===== src/rtl/corr_time_gen.sv =====
// corr_time_gen: epoch/timing generator driving corr_ch fix_pulse and irq_pulse.
// Optional PPS alignment is built in when CORR_TIME_PPS_SYNC_EN is defined.
module corr_time_gen #(
    parameter logic [31:0] BASEADDR = 32'd0,
    parameter int          PER_W    = 24,
    parameter int          DIV_W    = 8
) (
    input  logic        clk,
    input  logic        rst,
    input  logic        bus_wr,
    input  logic        bus_rd,
    input  logic [31:0] bus_addr,
    input  logic [31:0] bus_wdata,
    output logic [31:0] bus_rdata,
    output logic        bus_rvalid,
    output logic        fix_pulse,
    output logic        irq_pulse
`ifdef CORR_TIME_PPS_SYNC_EN
    ,
    input  logic        pps_in
`endif
);

    localparam logic [PER_W-1:0] PER_RST = PER_W'(1000);
    localparam logic [PER_W-1:0] PER_MIN = PER_W'(2);

    logic             en;
    logic [PER_W-1:0] pend;
    logic [PER_W-1:0] act;
    logic [PER_W-1:0] cnt;
    logic [PER_W-1:0] phase;
    logic [DIV_W-1:0] irq_div;
    logic [DIV_W-1:0] dec;
    logic [31:0]      epoch;

    logic [31:0]      off;
    logic             wr_ctrl;
    logic             wr_per;
    logic             wr_div;
    logic             rd_epoch;
    logic             en_next;
    logic             rise;
    logic             sw_fix;
    logic             wrap;
    logic             fire;
    logic             irq_hit;
    logic [PER_W-1:0] eff_pend;
    logic [31:0]      rd_mux;

    logic             pps_arm;
    logic             pps_seen;
    logic             pps_fire;
    logic             unused_bits;

    assign unused_bits = ^bus_wdata;

    assign off      = bus_addr - BASEADDR;
    assign wr_ctrl  = bus_wr && (off == 32'd0);
    assign wr_per   = bus_wr && (off == 32'd1);
    assign wr_div   = bus_wr && (off == 32'd2);
    assign rd_epoch = bus_rd && (off == 32'd3);

    assign en_next  = wr_ctrl ? bus_wdata[0] : en;
    assign rise     = !en && en_next;
    assign sw_fix   = wr_ctrl && bus_wdata[1] && bus_wdata[0];
    assign wrap     = en && (cnt == act - PER_W'(1));
    // A disabling write always wins, so no pulse leaks out on EN 1->0.
    assign fire     = en && en_next && (wrap || sw_fix || pps_fire);
    assign irq_hit  = (irq_div != '0) && (dec == irq_div - DIV_W'(1));
    assign eff_pend = (pend < PER_MIN) ? PER_MIN : pend;

    // Software-visible configuration registers
    always_ff @(posedge clk) begin
        if (rst) begin
            en      <= 1'b0;
            pend    <= PER_RST;
            irq_div <= '0;
        end else begin
            if (wr_ctrl) en <= bus_wdata[0];
            if (wr_per) pend <= bus_wdata[PER_W-1:0];
            if (wr_div) irq_div <= bus_wdata[DIV_W-1:0];
        end
    end

    // Period counter; active period only reloads at epoch boundaries
    always_ff @(posedge clk) begin
        if (rst) begin
            cnt       <= '0;
            act       <= PER_RST;
            fix_pulse <= 1'b0;
        end else begin
            fix_pulse <= fire;
            if (!en || !en_next || fire) begin
                cnt <= '0;
                act <= eff_pend;
            end else begin
                cnt <= cnt + PER_W'(1);
            end
        end
    end

    // Epoch counter and interrupt decimator
    always_ff @(posedge clk) begin
        if (rst) begin
            epoch     <= '0;
            dec       <= '0;
            irq_pulse <= 1'b0;
        end else begin
            irq_pulse <= fire && irq_hit;
            if (rise) epoch <= '0;
            else if (fire) epoch <= epoch + 32'd1;
            if (wr_div || rise) dec <= '0;
            else if (fire && irq_div != '0) dec <= irq_hit ? '0 : dec + DIV_W'(1);
        end
    end

    // Read data mux
    always_comb begin
        rd_mux = '0;
        case (off)
            32'd0:   rd_mux = {29'd0, pps_arm, 1'b0, en};
            32'd1:   rd_mux = 32'(pend);
            32'd2:   rd_mux = 32'(irq_div);
            32'd3:   rd_mux = epoch;
            32'd4:   rd_mux = 32'(phase);
            32'd5:   rd_mux = {30'd0, pps_seen, en};
            default: rd_mux = '0;
        endcase
    end

    // Registered read port; EPOCH read snapshots the counter into PHASE
    always_ff @(posedge clk) begin
        if (rst) begin
            bus_rdata  <= '0;
            bus_rvalid <= 1'b0;
            phase      <= '0;
        end else begin
            bus_rvalid <= bus_rd;
            bus_rdata  <= bus_rd ? rd_mux : '0;
            if (rd_epoch) phase <= cnt;
        end
    end

`ifdef CORR_TIME_PPS_SYNC_EN
    logic [2:0] pps_sync;
    logic       pps_edge;

    assign pps_edge = pps_sync[1] && !pps_sync[2];
    assign pps_fire = pps_edge && pps_arm && en && !wr_ctrl;

    // Synchronise pps_in and keep one delayed copy for edge detect
    always_ff @(posedge clk) begin
        if (rst) pps_sync <= '0;
        else pps_sync <= {pps_sync[1:0], pps_in};
    end

    // One-shot arm and sticky seen flag
    always_ff @(posedge clk) begin
        if (rst) begin
            pps_arm  <= 1'b0;
            pps_seen <= 1'b0;
        end else if (wr_ctrl) begin
            pps_arm  <= bus_wdata[2];
            pps_seen <= 1'b0;
        end else if (pps_fire) begin
            pps_arm  <= 1'b0;
            pps_seen <= 1'b1;
        end
    end
`else
    assign pps_arm  = 1'b0;
    assign pps_seen = 1'b0;
    assign pps_fire = 1'b0;
`endif

endmodule


===== config.mk =====
export PLATFORM = sky130hd
export DESIGN_NAME = corr_time_gen
export DESIGN_NICKNAME = d
export VERILOG_FILES = /design/src/rtl/corr_time_gen.sv
export SDC_FILE = /design/constraint.sdc
export NUM_CORES = 1
export LEC_CHECK = 0
export CAP_MARGIN = 20
export CORE_MARGIN = 2
export CORE_UTILIZATION = 58
export CTS_BUF_LIST = sky130_fd_sc_hd__clkbuf_4
export DETAILED_ROUTE_END_ITERATION = 8
export PLACE_DENSITY = 0.84
export SLEW_MARGIN = 20
export SYNTH_ARGS = -nofsm -noshare
export SYNTH_HDL_FRONTEND = slang
export SYNTH_SLANG_ARGS = --single-unit

===== constraint.sdc =====
create_clock -name clk -period 4.7 [get_ports clk]
set_clock_uncertainty 0.2 [all_clocks]
set_input_delay 1.175 -clock clk [delete_from_list [all_inputs] [get_ports clk]]
set_output_delay 1.175 -clock clk [all_outputs]
set_load 0.01 [all_outputs]

== Word-level counts from Yosys, hierarchy flattened ==
Cells that the tools add are included.

* Add/sub/neg operators: 5
* $lt $le $gt $ge: 1
* Equality and inequality tests: 7
* Mux-type cells: 4
* Bitwise logic cells: 1
* Reduce and logical (&&, ||, !) cells: 26

{| class="wikitable"
|+ Operators by type and width
! cell !! count
|-
| one-hot mux 32 bit (5 select lines) || 1
|-
| == test 32 x 2 -> 1 bit, second input constant || 2
|-
| == test 32 x 3 -> 1 bit, second input constant || 2
|-
| adder 32 x 1 -> 32 bit, second input constant || 1
|-
| == test 32 x 1 -> 1 bit, second input constant || 1
|-
| zero test 32 bit || 1
|-
| adder 24 x 1 -> 24 bit, second input constant || 1
|-
| == test 24 bit || 1
|-
| < comparator 24 x 2 -> 1 bit, second input constant || 1
|-
| two-way mux 24 bit || 1
|-
| subtractor 24 x 1 -> 24 bit, second input constant || 1
|-
| logical AND 1 bit || 13
|-
| OR reduction 2 bit || 5
|-
| adder 8 x 1 -> 8 bit, second input constant || 1
|-
| == test 8 bit || 1
|-
| two-way mux 8 bit || 1
|-
| nonzero test 8 bit || 1
|-
| subtractor 8 x 1 -> 8 bit, second input constant || 1
|-
| logical OR 1 bit || 4
|-
| zero test 1 bit || 2
|-
| two-way mux 1 bit || 1
|-
| inverter 1 bit || 1
|}

* Flip-flop bits (word level): 180
* Bits of input ports: 68
* Output and inout bits: 35

== Depth between registers and ports, before layout ==
Gate-level depths: netlist of run 1.

* Word-level depth: 8
* Gate-level depth with buffers: 12
* Depth with buffers taken out: 10

== Worst setup path after synthesis of run 1 ==
No wires, ideal clock.

* Path kind: input port to flip-flop
* From: input bus_addr[13]
* To: register dec[1]
* Library setup time: 0.122 ns
* Data arrival time: 3.714 ns
* Setup slack: 0.665 ns
* Cell stages on the path: 10
* Buffers on the path: 2
* Path through: or4_1 nor3_1 nand4_1 or4_1 o21ai_1 o41a_1 clkbuf_1 buf_2 nor2_1 mux2i_1

* Longest elaborated chain between the ends: 7
* Elaborated cells on any way between the ends: 14
* Classes of those cells: eq/ne (1); mux (1); reduce/logical (12)

{| class="wikitable"
|+ Ends and longest elaborated chain
! what !! line !! RTL
|-
| start: declaration || 12 || <nowiki>input logic [31:0] bus_addr,</nowiki>
|-
| zero test 32 bit || 58 || <nowiki>assign wr_ctrl = bus_wr && (off == 32'd0);</nowiki>
|-
| logical AND 1 bit || 58 ||
|-
| logical AND 1 bit (2 in series) || 65 || <nowiki>assign sw_fix = wr_ctrl && bus_wdata[1] && bus_wdata[0];</nowiki>
|-
| logical OR 1 bit || 68 || <nowiki>assign fire = en && en_next && (wrap || sw_fix || pps_fire);</nowiki>
|-
| logical AND 1 bit || 68 ||
|-
| logical AND 1 bit || 113 || <nowiki>else if (fire && irq_div != '0) dec <= irq_hit ? '0 : dec + DIV_W'(1);</nowiki>
|-
| end signal: assignment || 113 ||
|-
| end: declaration || 33 || <nowiki>logic [DIV_W-1:0] dec;</nowiki>
|}

Several ways; a longest one is shown, not always the timed one.
A chain may end at the register's enable or synchronous reset.

== Final worst setup path of run 1 ==
* From: register act[0]
* To: register dec[2]

* Longest elaborated chain between the ends: 6

{| class="wikitable"
|+ Ends and longest elaborated chain
! what !! line !! RTL
|-
| start: declaration || 29 || <nowiki>logic [PER_W-1:0] act;</nowiki>
|-
| start signal: assignment || 95 || <nowiki>act <= eff_pend;</nowiki>
|-
| subtractor 24 x 1 -> 24 bit || 66 || <nowiki>assign wrap = en && (cnt == act - PER_W'(1));</nowiki>
|-
| == test 24 bit || 66 ||
|-
| logical AND 1 bit || 66 ||
|-
| logical OR 1 bit || 68 ||
|-
| logical AND 1 bit || 68 ||
|-
| logical AND 1 bit || 113 ||
|}

No other way between the ends.

==> results of run 1 <==
==> cell usage after synthesis (all sizes together), types with 11 or more instances <==
cell,instances
mux2i,17
nor4,21
or4,27
and3,13
nor2,116
a21oi,69
nand4,27
o21ai,11
nand2,130
inv,23
clkbuf,44
dfxtp,180
xor2,25
buf,15
a22oi,18
xnor2,34
mux2,23
and2,13
a22o,16
nor3,20
nand3,30
o31ai,13
==> stage by stage <==
step / power, mW / worst slack, ns
after floorplan: 1.60 / 0.665
after detailed placement: 1.66 / 0.362
final: 2.53 / 0.572
after global placement: 1.66 / 0.410
after CTS: 2.54 / 0.636
after global routing: 2.60 / 0.250
==> final cells by class <==
type | count | area, sq um | area share (%)
clock inverter | 14 | 161 | 1.60
antenna | 1 | 2.50 | 0.0248
inverter | 23 | 86.3 | 0.855
timing repair buffer | 116 | 1110 | 11.0
multi-input combinational | 757 | 4770 | 47.3
clock buffer | 17 | 128 | 1.26
tap | 184 | 230 | 2.28
sequential | 180 | 3600 | 35.7
==> final timing paths <==
kind | from | endpoint | slack [ns] | cells after the start
worst max-delay path | act[0] | dec[2] | 0.57 | 11
worst min-delay path | phase[13] | phase[13] | 0.27 | 2
worst max register to register | act[0] | dec[2] | 0.57 | 11
worst min register to register | phase[13] | phase[13] | 0.27 | 2
==> layer usage <==
metal / vias to the layer above / wire [um]
met3: 67 / 1780
met5: - / 0
met1: 3710 / 9980
met4: 0 / 757
met2: 389 / 10400
li1: 3832 / -
==> worst max-delay path, stage by stage (launching register included) <==
cell	delay [ns]
dfxtp_1	0.41
inv_1	0.09
ha_1	0.25
nor4b_4	0.47
nand4_1	0.24
or3_1	0.39
a211oi_1	0.43
nand4_1	0.23
o41a_1	0.46
buf_12	0.18
nor3_1	0.46
a41o_1	0.25
==> power groups by stage <==
stage	logic [mW]	registers [mW]	clock network, mW
3_5_place_dp	0.0986	1.56	0
2_1_floorplan	0.0350	1.56	0
3_3_place_gp	0.0980	1.56	0
4_1_cts	0.0996	1.53	0.909
6_report	0.101	1.53	0.898
5_1_grt	0.107	1.53	0.966
==> registers in the layout (all words and copies together), names as in the netlist <==
signal and count:
epoch 32, act 24, fix_pulse 1, pend 24, irq_pulse 1, en 1
irq_div 8, bus_rdata 32, phase 24, dec 8, cnt 24, bus_rvalid 1
==> cells by family after synthesis <==
family | synth area share [%]
AO/OA/AOI/OAI | 16.4
adder cells (fa/ha/maj) | 0.720
AND/OR/NAND/NOR | 26.7
buffers and inverters | 3.83
XOR/XNOR | 5.95
multiplexers | 4.94
flip-flops | 41.5
==> flow_summary_export.csv, run 1 <==
group,metric,value,unit
outcome,status,"finished clean",
clocking,post_cts_buffers,0,
synth,yosys.area.top_type,"dfxtp_1",
die,die-area,0.0160,sq mm
route,drt-pass1-iter-count,6,
final_layout,post-route-util,69.2,%
final_layout,area_growth,16.2,%
global_route,grt_use_met3,6.03,%
global_route,met1_usage,37.9,%
setup_path,cp-end-kind,"flip-flop",
timing,drv_slew,0,
die,die_y,126,um
timing,fin_crit,4.13,ns
final_layout,finalNonFillerCells,1292,
synth,synth_seq_cells,180,
route,routedWlPerCell,17.8,um
global_route,first_global_vias,7383,
route,vias,7998,
power,combPwrFrac,4.0,%
synth,ys_top_cells_by_area,"dfxtp_1 (41%), nand2_1 (5.6%), nor2_1 (5.0%)",
die,start_util,59.6,%
route,via_per_inst,6.19,
clocking,clk_latency,0.59,ns
synth,synth_flop_cell,"dfxtp_1",
final_layout,final_cell_mix,"dfxtp_1 (180), nand2_1 (130), nor2_1 (116)",
placed_design,dpl_cell_area,0.00980,sq mm
power,power.share.clock,35.6,%
route,finalWirelength,23000,um
final_layout,final_common_cell,"dfxtp_1",
synth,async_flop_share,0,%
synth,synth_area,0.00869,sq mm
setup_path,criticalPathCategory,"flip-flop to flip-flop",
die,placeableCoreArea,0.0146,sq mm
final_layout,drive_gt1_share,9.67,%
power,p_leak,3.54,nW
timing,setup_violations,0,
global_route,grt_use_met2,45.4,%
clocking,cts.reportedPaths.clkPinSlew,0.14,ns
setup_path,path_max_fanout,34,
synth,yosysTopAreaCellShare,41.5,%
timing,fmax,0.242,GHz
route,drt-initial-drc-count,793,
synth,yosysSeqAreaShare,41.5,%
route,remaining_drc_errors,0,
min_path,min_path_type,"flip-flop to flip-flop",
timing,hold_viol,0,
placed_design,dp_hpwl,16600,um
global_route,grt.busiest_layer,"met2",
timing,fin_setup_tns,0,ns
die,row_count,44,
placed_design,finalWeightedCongestion,0.980,
power,power_frac_seq,60.4,%
setup_path,cp-start-kind,"flip-flop",
die,dieWidth,126,um
clocking,tritoncts,"yes",
global_route,grt_max_degree,44,
clocking,holdBufCountCts,0,
power,ir_drop,156,uV
power,powerDensity,250,mW/mm^2
power,switching_power,0.580,mW
clocking,cts_root_buf,"clkbuf_4",
global_route,grt.total_usage,28.6,%
synth,synth_cells,1019,
timing,worst_pin_slew,1.06,ns
setup_path,crit_required,5.03,ns
synth,synth_edf_count,0,
route,antenna_left,0,
synth,synth_nets,1092,
clocking,cts-buffers-inserted,17,
global_route,grt.overflow.total,0,
placed_design,place_inst,1260,
final_layout,design_area,0.0101,sq mm
synth,yosysUniqueCellTypes,74,
clocking,cts_max_level,4,
die,design.portCount,103,
final_layout,num-fill-cells,1187,
synth,syn_area_per_cell,8.53,sq um
clocking,cts_resized,0,
placed_design,io_buffers,94,
power,p_sw_share,23.0,%
power,p_int,1.95,mW
timing,timing.final.crit_share,87.8,%
timing,maxSlewHeadroom,29.3,%
global_route,grt_pass1_wl,37000,um
clocking,clockBufferDepth,2,
setup_path,arrival,4.46,ns
synth,yosysWarnings,0,
global_route,antenna_found_initial,1,
final_layout,finalNetCount,1168,
timing,rsz0062_at_grt,"false",
job,maxCapViolCount,0,
timing,holdWs,0.270,ns
clocking,cts_sinks,180,
No activity file was read; power rests on OpenSTA's default activity.
==> run 2: changes to the inputs <==
--- a/config.mk
+++ b/config.mk
@@ -5,12 +5,13 @@
 export SDC_FILE = /design/constraint.sdc
 export NUM_CORES = 1
 export LEC_CHECK = 0
+export ABC_AREA = 1
 export CAP_MARGIN = 20
 export CORE_MARGIN = 2
-export CORE_UTILIZATION = 58
+export CORE_UTILIZATION = 59
 export CTS_BUF_LIST = sky130_fd_sc_hd__clkbuf_4
 export DETAILED_ROUTE_END_ITERATION = 8
-export PLACE_DENSITY = 0.84
+export PLACE_DENSITY = 0.85
 export SLEW_MARGIN = 20
 export SYNTH_ARGS = -nofsm -noshare
 export SYNTH_HDL_FRONTEND = slang
==> run 2 against run 1 <==
Against the previous run: register-to-register slack better by 0.20 ns; via count up 22%; synthesized cell count up 37%; critical path depth up 5; cell count up 32%; sequential power about the same; fmax up 5.0%; critical path type unchanged; global-route usage up 3.2 points.
==> flow_summary_export.csv, run 2 <==
group,metric,value,unit
outcome,status,"finished clean",
final_layout,area_growth,14.7,%
die,design.portCount,103,
die,placeableCoreArea,0.0158,sq mm
global_route,grt.total_usage,31.9,%
setup_path,arrival,4.21,ns
synth,ys_top_cells_by_area,"dfxtp_1 (38%), nand2_1 (12%), nor2_1 (9.7%)",
route,vias,9721,
route,finalWirelength,26700,um
synth,synth_compound_area_share,11.4,%
route,remaining_drc_errors,0,
route,drt-pass1-iter-count,9,
global_route,antenna_found_initial,0,
timing,timing.final.crit_share,83.6,%
job,maxCapViolCount,0,
route,routedWlPerCell,15.7,um
clocking,clockBufferDepth,2,
final_layout,multiInputGateArea,0.00504,sq mm
timing,fin_crit,3.93,ns
synth,synth_common_cells,"nand2_1 (301), nor2_1 (244), dfxtp_1 (180)",
synth,synth_flop_cell,"dfxtp_1",
setup_path,cp-end-kind,"flip-flop",
synth,yosysSeqAreaShare,38.2,%
timing,hold_viol,0,
global_route,first_global_vias,8851,
synth,synth_edf_count,0,
route,via_per_inst,5.71,
clocking,cts_resized,0,
synth,synth_mux_area_share,0,%
global_route,grt_pass1_wl,42700,um
synth,synth_nets,1471,
clocking,cts_sinks,180,
synth,synth_area,0.00943,sq mm
final_layout,drive_gt1_share,4.92,%
clocking,cts-buffers-inserted,17,
min_path,min_path_type,"flip-flop to flip-flop",
final_layout,finalNetCount,1545,
setup_path,crit_required,4.98,ns
synth,yosys.area.top_type,"dfxtp_1",
clocking,cts_max_level,4,
die,start_util,59.8,%
timing,fmax,0.254,GHz
clocking,tritoncts,"yes",
placed_design,io_buffers,94,
final_layout,seqCellArea,0.00360,sq mm
synth,yosysUniqueCellTypes,41,
synth,synth_cells,1398,
die,die-area,0.0170,sq mm
timing,rsz0062_at_grt,"false",
final_layout,reg_top3,"bus_rdata: 32 flops, epoch: 32 flops",
final_layout,final_cell_mix,"nand2_1 (301), nor2_1 (243), dfxtp_1 (180)",
clocking,post_cts_buffers,0,
route,drt-initial-drc-count,1002,
setup_path,criticalPathCategory,"flip-flop to flip-flop",
final_layout,finalNonFillerCells,1701,
setup_path,path_max_fanout,33,
power,p_leak,4.17,nW
placed_design,place_inst,1669,
timing,drv_slew,0,
clocking,holdBufCountCts,0,
synth,yosys.area_share.adder,0.664,%
final_layout,post-route-util,68.5,%
final_layout,antenna_cells,0,
timing,worst_pin_slew,0.890,ns
synth,yosysMostFrequentCell,"nand2_1",
synth,synth_top_family_by_area,"simple AND/OR/NAND/NOR gates",
synth,synthXorXnorAreaFrac,5.02,%
synth,syn_area_per_cell,6.74,sq um
power,ir_drop,164,uV
placed_design,dp_hpwl,20000,um
global_route,grt_max_degree,46,
clocking,clk_latency,0.59,ns
global_route,grt.overflow.total,0,
synth,yosysTopAreaCellShare,38.2,%
synth,async_flop_share,0,%
timing,fin_setup_tns,0,ns
setup_path,cp-start-kind,"flip-flop",
clocking,cts_root_buf,"clkbuf_4",
final_layout,final_common_cell,"nand2_1",
die,dieWidth,130,um
synth,synth-simple-area-share,36.3,%
final_layout,num-fill-cells,1402,
timing,maxSlewHeadroom,40.6,%
placed_design,finalWeightedCongestion,0.961,
die,die_y,130,um
route,antenna_left,0,
clocking,cts.reportedPaths.clkPinSlew,0.15,ns
synth,yosysWarnings,0,
timing,setup_violations,0,
synth,synth_seq_cells,180,
power,powerDensity,231,mW/mm^2
die,row_count,46,
==> run 2: area by class of cell <==
type                       instances  share of cell area, %
multi-input combinational       1013                   46.6
sequential                       180                   33.3
timing repair buffer             108                   9.68
inverter                         152                   5.28
tap                              216                   2.50
clock buffer                      20                   1.39
clock inverter                    12                   1.20
==> run 2: critical path: stages (launching register included) <==
cell and delay, ns:
dfxtp_1 0.35, inv_1 0.20, ha_1 0.29, nand2_2 0.12, nor2_1 0.22, nand2_1 0.10
nand3_1 0.18, nand2_1 0.10, nor2_1 0.20, nand2_1 0.07, nor2_1 0.09, nand2_1 0.14
o21bai_4 0.56, nor2_1 0.37, nand2_1 0.13, buf_4 0.35, o21ai_0 0.14
==> run 2: power breakdown <==
group	switching (mW)	total, mW	internal, mW
logic	0.0418	0.0930	0.0512
registers	0.000150	1.53	1.53
clock network	0.544	0.879	0.336
total	0.586	2.50	1.91
==> run 2: path summary, 6_finish.rpt <==
path                  start  slack, ns       endpoint  cells past startpoint
setup / recovery     act[0]       0.77        act[16]                     16
hold / removal    phase[12]       0.29  bus_rdata[12]                      2
setup reg to reg     act[0]       0.77        act[16]                     16
hold reg to reg   phase[12]       0.29  bus_rdata[12]                      2
==> run 2: logic make-up after synthesis <==
family,Yosys count
adder cells (fa/ha/maj),5
flip-flops,180
XOR/XNOR,54
AND/OR/NAND/NOR,783
AO/OA/AOI/OAI,171
buffers and inverters,205
==> run 2: per-stage QoR <==
| step | hold WS (ns) | area, sq um | power, mW | setup slack [ns] |
|---|---|---|---|---|
| 2_1_floorplan | 0.245 | 9430 | 1.59 | 1.61 |
| 3_3_place_gp | 0.262 | 10500 | 1.65 | 0.555 |
| 3_5_place_dp | 0.269 | 10500 | 1.65 | 0.476 |
| 4_1_cts | 0.289 | 10800 | 2.50 | 0.925 |
| 5_1_grt | 0.315 | 10800 | 2.58 | 0.503 |
| 6_report | 0.289 | 10800 | 2.50 | 0.770 |
==> run 2: layer usage <==
layer	track usage (%)	vias up	part of all wire (%)	wire length (um)
met2	50.6	441	45	12200
li1	-	4742	-	-
met5	0	-	0	0
met4	13.4	0	3.9	1040
met3	5.46	79	6.9	1840
met1	43.3	4459	44	11700
